==> config.mk <==
export PLATFORM = sky130hd
export DESIGN_NAME = uc_secuenciador
export DESIGN_NICKNAME = d
export VERILOG_FILES = /design/src/rtl/uc_secuenciador.sv
export SDC_FILE = /design/constraint.sdc
export NUM_CORES = 1
export LEC_CHECK = 0
export ABC_CLOCK_PERIOD_IN_PS = 1340
export CORE_MARGIN = 2
export CORE_UTILIZATION = 41
export CTS_CLUSTER_SIZE = 30
export DETAILED_ROUTE_END_ITERATION = 8
export MAX_ROUTING_LAYER = met4
export PLACE_DENSITY_LB_ADDON = 0.3
export SLEW_MARGIN = 20
export SYNTH_ARGS = -nofsm -noshare
export SYNTH_HDL_FRONTEND = slang
export SYNTH_SLANG_ARGS = --single-unit
==> constraint.sdc <==
create_clock -name clk -period 1.34 [get_ports clk]
set_input_delay 0.335 -clock clk [delete_from_list [all_inputs] [get_ports clk]]
set_output_delay 0.335 -clock clk [all_outputs]
set_load 0.005 [all_outputs]
==> src/rtl/uc_secuenciador.sv <==
// Multi-cycle control sequencer: fetch/decode/execute over a 2-bit opcode with a
// req/ack memory handshake, a bounded wait counter and a sticky timeout state.
module uc_secuenciador #(
  parameter int unsigned WAIT_MAX = 15
) (
  input  logic       clk,
  input  logic       rst_n,
  input  logic       start,
  input  logic [1:0] op,
  input  logic       zero,
  input  logic       mem_ack,
  output logic       mem_req,
  output logic       ir_load,
  output logic       pc_inc,
  output logic       pc_load,
  output logic       alu_en,
  output logic       reg_we,
  output logic       busy,
  output logic       done,
  output logic       error,
  output logic [3:0] state
);

  typedef enum logic [3:0] {
    StIdle   = 4'd0,
    StFetch  = 4'd1,
    StWaitF  = 4'd2,
    StDecode = 4'd3,
    StExec   = 4'd4,
    StMemRd  = 4'd5,
    StWaitM  = 4'd6,
    StWb     = 4'd7,
    StBranch = 4'd8,
    StDone   = 4'd9,
    StErr    = 4'd10
  } state_e;

  localparam logic [3:0] CntLast = 4'(WAIT_MAX - 1);

  state_e     state_q, state_d;
  logic [3:0] cnt_q, cnt_d;
  logic [1:0] op_q, op_d;

  always_ff @(posedge clk) begin
    if (!rst_n) begin
      state_q <= StIdle;
      cnt_q   <= '0;
      op_q    <= '0;
    end else begin
      state_q <= state_d;
      cnt_q   <= cnt_d;
      op_q    <= op_d;
    end
  end

  always_comb begin
    state_d = state_q;
    cnt_d   = cnt_q;
    op_d    = op_q;
    case (state_q)
      StIdle:   if (start) state_d = StFetch;
      StFetch: begin
        state_d = StWaitF;
        cnt_d   = '0;
      end
      StWaitF: begin
        if (mem_ack) begin
          state_d = StDecode;
          cnt_d   = '0;
        end else if (cnt_q == CntLast) begin
          state_d = StErr;
        end else begin
          cnt_d = cnt_q + 4'd1;
        end
      end
      StDecode: begin
        op_d = op;
        case (op)
          2'b00, 2'b01: state_d = StExec;
          2'b10:        state_d = StBranch;
          default:      state_d = StDone;
        endcase
      end
      // Only the opcode latched in DECODE steers EXEC.
      StExec:   state_d = (op_q == 2'b01) ? StMemRd : StWb;
      StMemRd: begin
        state_d = StWaitM;
        cnt_d   = '0;
      end
      StWaitM: begin
        if (mem_ack) begin
          state_d = StWb;
          cnt_d   = '0;
        end else if (cnt_q == CntLast) begin
          state_d = StErr;
        end else begin
          cnt_d = cnt_q + 4'd1;
        end
      end
      StWb:     state_d = StDone;
      StBranch: state_d = StDone;
      StDone:   if (!start) state_d = StIdle;
      StErr:    state_d = StErr;
      default:  state_d = StIdle;
    endcase
  end

  always_comb begin
    mem_req = (state_q == StFetch) || (state_q == StWaitF) ||
              (state_q == StMemRd) || (state_q == StWaitM);
    ir_load = (state_q == StWaitF) && mem_ack;
    pc_inc  = (state_q == StDecode);
    pc_load = (state_q == StBranch) && zero;
    alu_en  = (state_q == StExec);
    reg_we  = (state_q == StWb);
    done    = (state_q == StDone);
    error   = (state_q == StErr);
    busy    = !((state_q == StIdle) || (state_q == StDone) || (state_q == StErr));
    state   = state_q;
  end

endmodule

==> qor.csv, run 1 <==
stage,metric,value,unit
timing,max_freq,617,MHz
routing,drt_iter0_drc,40,
cells_and_area,diodes,0,
placed_design,place_inst,136,
global_route,grt_pass1_wl,3840,um
routing,post-route-drc-count,0,
timing,finalHoldViolCount,0,
placed_design,port_buffers,19,
worst_hold_path,min_to,op_q[0]$_SDFFE_PN0P_,
yosys,ys_seq_area_frac,0.290,
floorplan,die_x,45.0,um
routing,ant_nets,0,
timing,period_share,1.21,
worst_hold_path,hp-start,op_q[0]$_SDFFE_PN0P_,
routing,wl_per_cell,18.8,um
pwr,p_per_area,1110,nW/um^2
cells_and_area,final_cell_mix,"buf_6, buf_4, buf_2, nand2_1",
yosys,synth_nets,93,
cells_and_area,final_common_cell,buf_6,
global_route,grt_usage,0.269,
worst_setup_path,rrSetupSlack,-0.13,ns
floorplan,core-area,1540,um^2
cells_and_area,layout-drive-gt1-share,0.588,
placed_design,place_area,1040,um^2
cts,root_buffer,clkbuf_4,
placed_design,gp_congestion,0.856,
cells_and_area,stdcell_area,1340,um^2
timing,min_period,1.62,ns
worst_setup_path,cp-start-kind,flop,
yosys,netlist_area,689,um^2
placed_design,dp_hpwl,1500,um
floorplan,die_h,45.0,um
pwr,power,1.48,mW
pwr,ir_worst_vdd,873,uV
timing,worstMarginPinSlew,0.289,ns
global_route,antenna_found_initial,0,
global_route,grt_max_degree,9,
flow_run,cap_violations,0,
run_status,status,finished with violations,
floorplan,rows,14,
yosys,ys.flop_type,dfxtp_1,
yosys,yosysTopAreaCell,dfxtp_1,
yosys,synthArstFlopShare,0,
timing,final-setup-viol-count,18,
cts,htreeDepth,1,
cells_and_area,instances_no_fill,152,
worst_setup_path,endpoint_kind,output pin,
global_route,grt-ovfl-total,0,
global_route,grt_pass1_vias,853,
cts,cts_tree,built,
cts,clock_sinks,10,
cts,numCtsBuffers,3,
yosys,synth.distinct_cells,37,
yosys,yosys_warnings,0,
worst_setup_path,crit_required,1.00,ns
cells_and_area,syn_to_final_growth,93.6,%
yosys,synth_enable_flop_cells,0,
timing,grt_setup_unrepaired,yes,
floorplan,dieArea,2030,um^2
timing,setup_slack,-0.280,ns
worst_setup_path,worst-setup-path-type,flop to output pin,
routing,dr.pass1.iters,4,
cells_and_area,fin_nets,146,
routing,avgViaCountPerCell,5.96,
worst_hold_path,hold_path_class,flop to flop,
floorplan,initial_core_util,0.447,
cts,clk_pin_slew,0.08,ns
yosys,synth_top_area_share,0.290,
worst_setup_path,arrival,1.29,ns
pwr,leakage,0.583,nW
worst_setup_path,reg2reg_to,cnt_q[2]$_SDFFE_PN0P_,
yosys,synth-seq-cells,10,
run_status,violations,setup timing,
timing,maxSlewHeadroom,0.807,
yosys,netlist_top_cells_area,"dfxtp_1, nor2b_1, a211oi_1",
cts,cts_buffer_depth,2,
yosys,netlist_instances,84,
cells_and_area,final_util,0.866,
timing,skew,0.00243,ns
routing,wirelength,2860,um
worst_setup_path,reg2reg_from,state[3]$_SDFFE_PN0P_,
worst_hold_path,worst_hold_path.num_cells,2,
floorplan,boundaryPins,20,
cts,clkLatencyLatePin,0.27,ns
worst_setup_path,reg2regPathDepth,6,
routing,vias,906,
timing,finalMaxSlewViolations,0,
yosys,syn_avg_cell_area,8.21,um^2
worst_setup_path,crit_fanout,6,
[worst max path at each step]
stage	startpoint	to	slack, ns	cells past startpoint
final	state[1]$_SDFFE_PN0P_	done	-0.28	3
after global routing	state[0]$_SDFFE_PN0P_	alu_en	-0.32	4
after CTS	state[1]$_SDFFE_PN0P_	done	-0.22	3
after detailed placement	zero	pc_load	-0.48	3
after global placement	zero	pc_load	-0.45	3
after floorplan	state[1]$_SDFFE_PN0P_	reg_we	0.02	4
[power by group]
| part | switching, mW | total, mW | internal [mW] |
|---|---|---|---|
| clock network | 0.125 | 0.290 | 0.165 |
| registers | 0.0517 | 0.382 | 0.331 |
| logic | 0.336 | 0.806 | 0.469 |
[registers in the layout (all words and copies together), names as in the netlist]
register	count
state	4
cnt_q	4
op_q	2
[layout make-up]
type                            instances  area (um^2)
Clock buffer                            4         36.3
Fill cell                              77          206
Inverter                                2         7.51
Multi-Input combinational cell         65          573
Sequential cell                        10          216
Tap cell                               16         20.0
Timing Repair Buffer                   55          482
[through the flow]
stage               setup slack [ns]  TNS (ns)  hold slack, ns
CTS                           -0.216     -1.48           0.508
global route                  -0.323     -3.26           0.540
detailed placement            -0.476     -5.29           0.483
global placement              -0.447     -4.97           0.473
finish                        -0.280     -2.32           0.517
floorplan                     0.0172         0           0.452
[worst max-delay path, cell delays in order (launching register included)]
cell and delay [ns]:
dfxtp_4 0.38, buf_6 0.12, nor4bb_4 0.32, buf_2 0.18
[what timing repair did]
action | CTS | global route
hold buffers | 0 | 0
gates cloned | 0 | 0
pin swaps | 16 | 5
gates resized for setup | 87 | 17
endpoints found under the setup margin | 19 | 19
setup buffers | 10 | 3
[routing by layer]
metal | part of all wire | GRT usage
met5 | 0 | -
met4 | 0.051 | 0.118
met3 | 0.032 | 0.0320
met2 | 0.51 | 0.434
met1 | 0.41 | 0.335
[cells by family (layout without fill, tap and decap cells)]
kind of cell,after synthesis,after routing,share of synthesized area
AO/OA/AOI/OAI,22,22,0.227
flip-flops,10,10,0.290
adder cells (fa/ha/maj),2,2,0.0363
multiplexers,2,2,0.0290
XOR/XNOR,1,1,0.0127
buffers and inverters,9,61,0.0671
AND/OR/NAND/NOR,38,38,0.338
[synth_stat cells, types with 2 or more instances]
cell type,instances
a211oi_1,4
nor2_1,6
buf_2,4
o21ai_0,3
dfxtp_1,10
inv_1,2
o21ai_1,2
nor2b_1,5
nand2_1,7
nand2b_1,3
nor3_1,2
and3_1,4
mux2i_1,2
nor3b_1,2
ha_1,2
nand3_1,3
a21oi_1,3
Note: power is estimated with default switching activity, not from simulation.
==> inputs of run 2 (changes only) <==
SLEW_MARGIN = default   (was 20)
==> results of run 2 <==
Final layout, timing and power as in run 1 (identical DEF).
==> inputs of run 3 (changes only) <==
HOLD_SLACK_MARGIN = 0.12   (was default)
SKIP_LAST_GASP = 1   (was default)
==> qor.csv, run 3 (synthesized netlist as in run 1, its figures left out) <==
stage,metric,value,unit,change
run_status,status,finished with violations,,
run_status,violations,setup timing,,
routing,post-route-drc-count,0,,unchanged
worst_setup_path,arrival,1.23,ns,-0.06 ns
worst_hold_path,hold_path_class,flop to flop,,
timing,max_freq,641,MHz,+3.9%
routing,wirelength,2810,um,-1.7%
routing,drt_iter0_drc,26,,-35%
worst_setup_path,cp-start-kind,flop,,
floorplan,initial_core_util,0.447,,unchanged
global_route,antenna_found_initial,0,,unchanged
worst_setup_path,cp.depth,4,,+1
global_route,grt-ovfl-total,0,,unchanged
pwr,power,1.46,mW,-0.92%
worst_setup_path,crit_family,flip-flops,,
placed_design,port_buffers,19,,unchanged
worst_setup_path,crit_start,state[0]$_SDFFE_PN0P_,,
global_route,grt_pass1_vias,873,,+2.3%
routing,wl_per_cell,18.4,um,-2.3%
cts,clock_sinks,10,,unchanged
timing,min_period,1.56,ns,-0.0605 ns
worst_setup_path,cp_cell_sequence,buf_6 -> nor2b_2 -> nor3b_2 -> buf_2,,
cts,clk_pin_slew,0.08,ns,about the same
timing,grt_setup_unrepaired,yes,,
pwr,p_per_area,1110,nW/um^2,-0.17%
global_route,grt_pass1_wl,4130,um,+7.4%
floorplan,rows,14,,unchanged
cts,root_buffer,clkbuf_4,,
timing,final-setup-viol-count,15,,-3
worst_setup_path,endpoint_kind,output pin,,
cts,cts_tree,built,,
pwr,ir_worst_vdd,898,uV,+2.8%
worst_setup_path,endpoint,alu_en,,
floorplan,dieArea,2030,um^2,unchanged
timing,setup_slack,-0.220,ns,+0.0605 ns
global_route,grt_usage,0.290,,+0.0210
timing,worstMarginPinSlew,0.300,ns,+0.0113 ns
worst_setup_path,reg2regPathDepth,6,,unchanged
cells_and_area,syn_to_final_growth,92.2,%,
flow_run,cap_violations,0,,unchanged
cells_and_area,layout-drive-gt1-share,0.606,,+0.0176
floorplan,boundaryPins,20,,unchanged
cts,numCtsBuffers,3,,unchanged
placed_design,gp_congestion,0.856,,unchanged
timing,skew,0.00791,ns,+0.00548 ns
floorplan,die_x,45.0,um,unchanged
pwr,leakage,0.582,nW,-0.22%
cts,clkLatencyLatePin,0.28,ns,about the same
timing,period_share,1.16,,-0.0451
routing,ant_nets,0,,unchanged
cells_and_area,final_util,0.860,,-0.00649
timing,timing.hold.ws,0.514,ns,-0.00304 ns
worst_setup_path,reg2reg_from,state[0]$_SDFFE_PN0P_,,
floorplan,die_h,45.0,um,unchanged
cts,cts_buffer_depth,2,,unchanged
timing,finalMaxSlewViolations,0,,unchanged
worst_setup_path,critical-path-max-stage-delay,0.38,ns,about the same
cts,cts_hold_buffers,0,,unchanged
cts,htreeDepth,1,,unchanged
worst_setup_path,worst-setup-path-type,flop to output pin,,
cells_and_area,final_cell_mix,"buf_4, buf_6, buf_2, nand2_1",,
worst_setup_path,rrSetupSlack,-0.12,ns,about the same
routing,dr.pass1.iters,4,,unchanged
global_route,grt_max_degree,9,,unchanged
routing,avgViaCountPerCell,6.03,,+1.1%
timing,maxSlewHeadroom,0.800,,-0.00760
timing,finalHoldViolCount,0,,unchanged
cells_and_area,final_common_cell,buf_4,,
worst_setup_path,crit_buf_inv,2,,unchanged
worst_setup_path,reg2reg_to,cnt_q[1]$_SDFFE_PN0P_,,
worst_setup_path,critPathSlowestCell,dfxtp_4,,
cells_and_area,fin_nets,147,,+0.68%
floorplan,core-area,1540,um^2,unchanged
routing,vias,922,,+1.8%
worst_setup_path,crit_fanout,5,,-1
placed_design,dp_hpwl,1500,um,unchanged
cells_and_area,diodes,0,,unchanged
worst_setup_path,crit_required,1.00,ns,about the same
-- run 3: report_power, final --
part	switching, mW	internal (mW)	leakage, nW
Clock	0.128	0.165	0.0210
Combinational	0.328	0.465	0.476
Sequential	0.0484	0.331	0.0845
-- run 3: layout make-up --
| class | count | area (um^2) |
|---|---|---|
| fill | 74 | 216 |
| clock buffer | 4 | 36.3 |
| tap | 16 | 20.0 |
| inverter | 2 | 7.51 |
| multi-input combinational | 65 | 569 |
| timing repair buffer | 56 | 475 |
| sequential | 10 | 216 |
-- run 3: tightest hold or removal path: stages, from the launching register on --
cell and delay (ns):
dfxtp_1 0.34, mux2i_1 0.07, nor2_1 0.07
-- run 3: metal layers --
| metal | vias to the layer above | track usage | part of all wire |
|---|---|---|---|
| met5 | - | - | 0 |
| met4 | 0 | 0.124 | 0.044 |
| met3 | 16 | 0.0360 | 0.051 |
| met2 | 52 | 0.483 | 0.52 |
| met1 | 435 | 0.349 | 0.39 |
| li1 | 419 | - | - |
-- run 3: worst min-delay path by stage --
stage | start | end | cells past startpoint
floorplan | op_q[0]$_SDFFE_PN0P_ | op_q[0]$_SDFFE_PN0P_ | 2
global placement | op_q[0]$_SDFFE_PN0P_ | op_q[0]$_SDFFE_PN0P_ | 2
detailed placement | op_q[0]$_SDFFE_PN0P_ | op_q[0]$_SDFFE_PN0P_ | 2
CTS | op_q[0]$_SDFFE_PN0P_ | op_q[0]$_SDFFE_PN0P_ | 2
global route | op_q[0]$_SDFFE_PN0P_ | op_q[0]$_SDFFE_PN0P_ | 2
finish | op_q[0]$_SDFFE_PN0P_ | op_q[0]$_SDFFE_PN0P_ | 2
-- run 3: what timing repair did --
item / CTS / global route
resized for setup: 85 / 16
setup buffers: 10 / 4
setup endpoints to repair: 19 / 19
pin swaps: 16 / 9
-- run 3: per-stage QoR --
stage	setup TNS (ns)	cells	setup slack, ns	instance area, um^2
6_report	-2.01	153	-0.220	1330
5_1_grt	-2.65	153	-0.286	1330
4_1_cts	-1.51	149	-0.235	1250
3_5_place_dp	-5.29	136	-0.476	1040
3_3_place_gp	-4.97	136	-0.447	1040
2_1_floorplan	0	84	0.0172	691
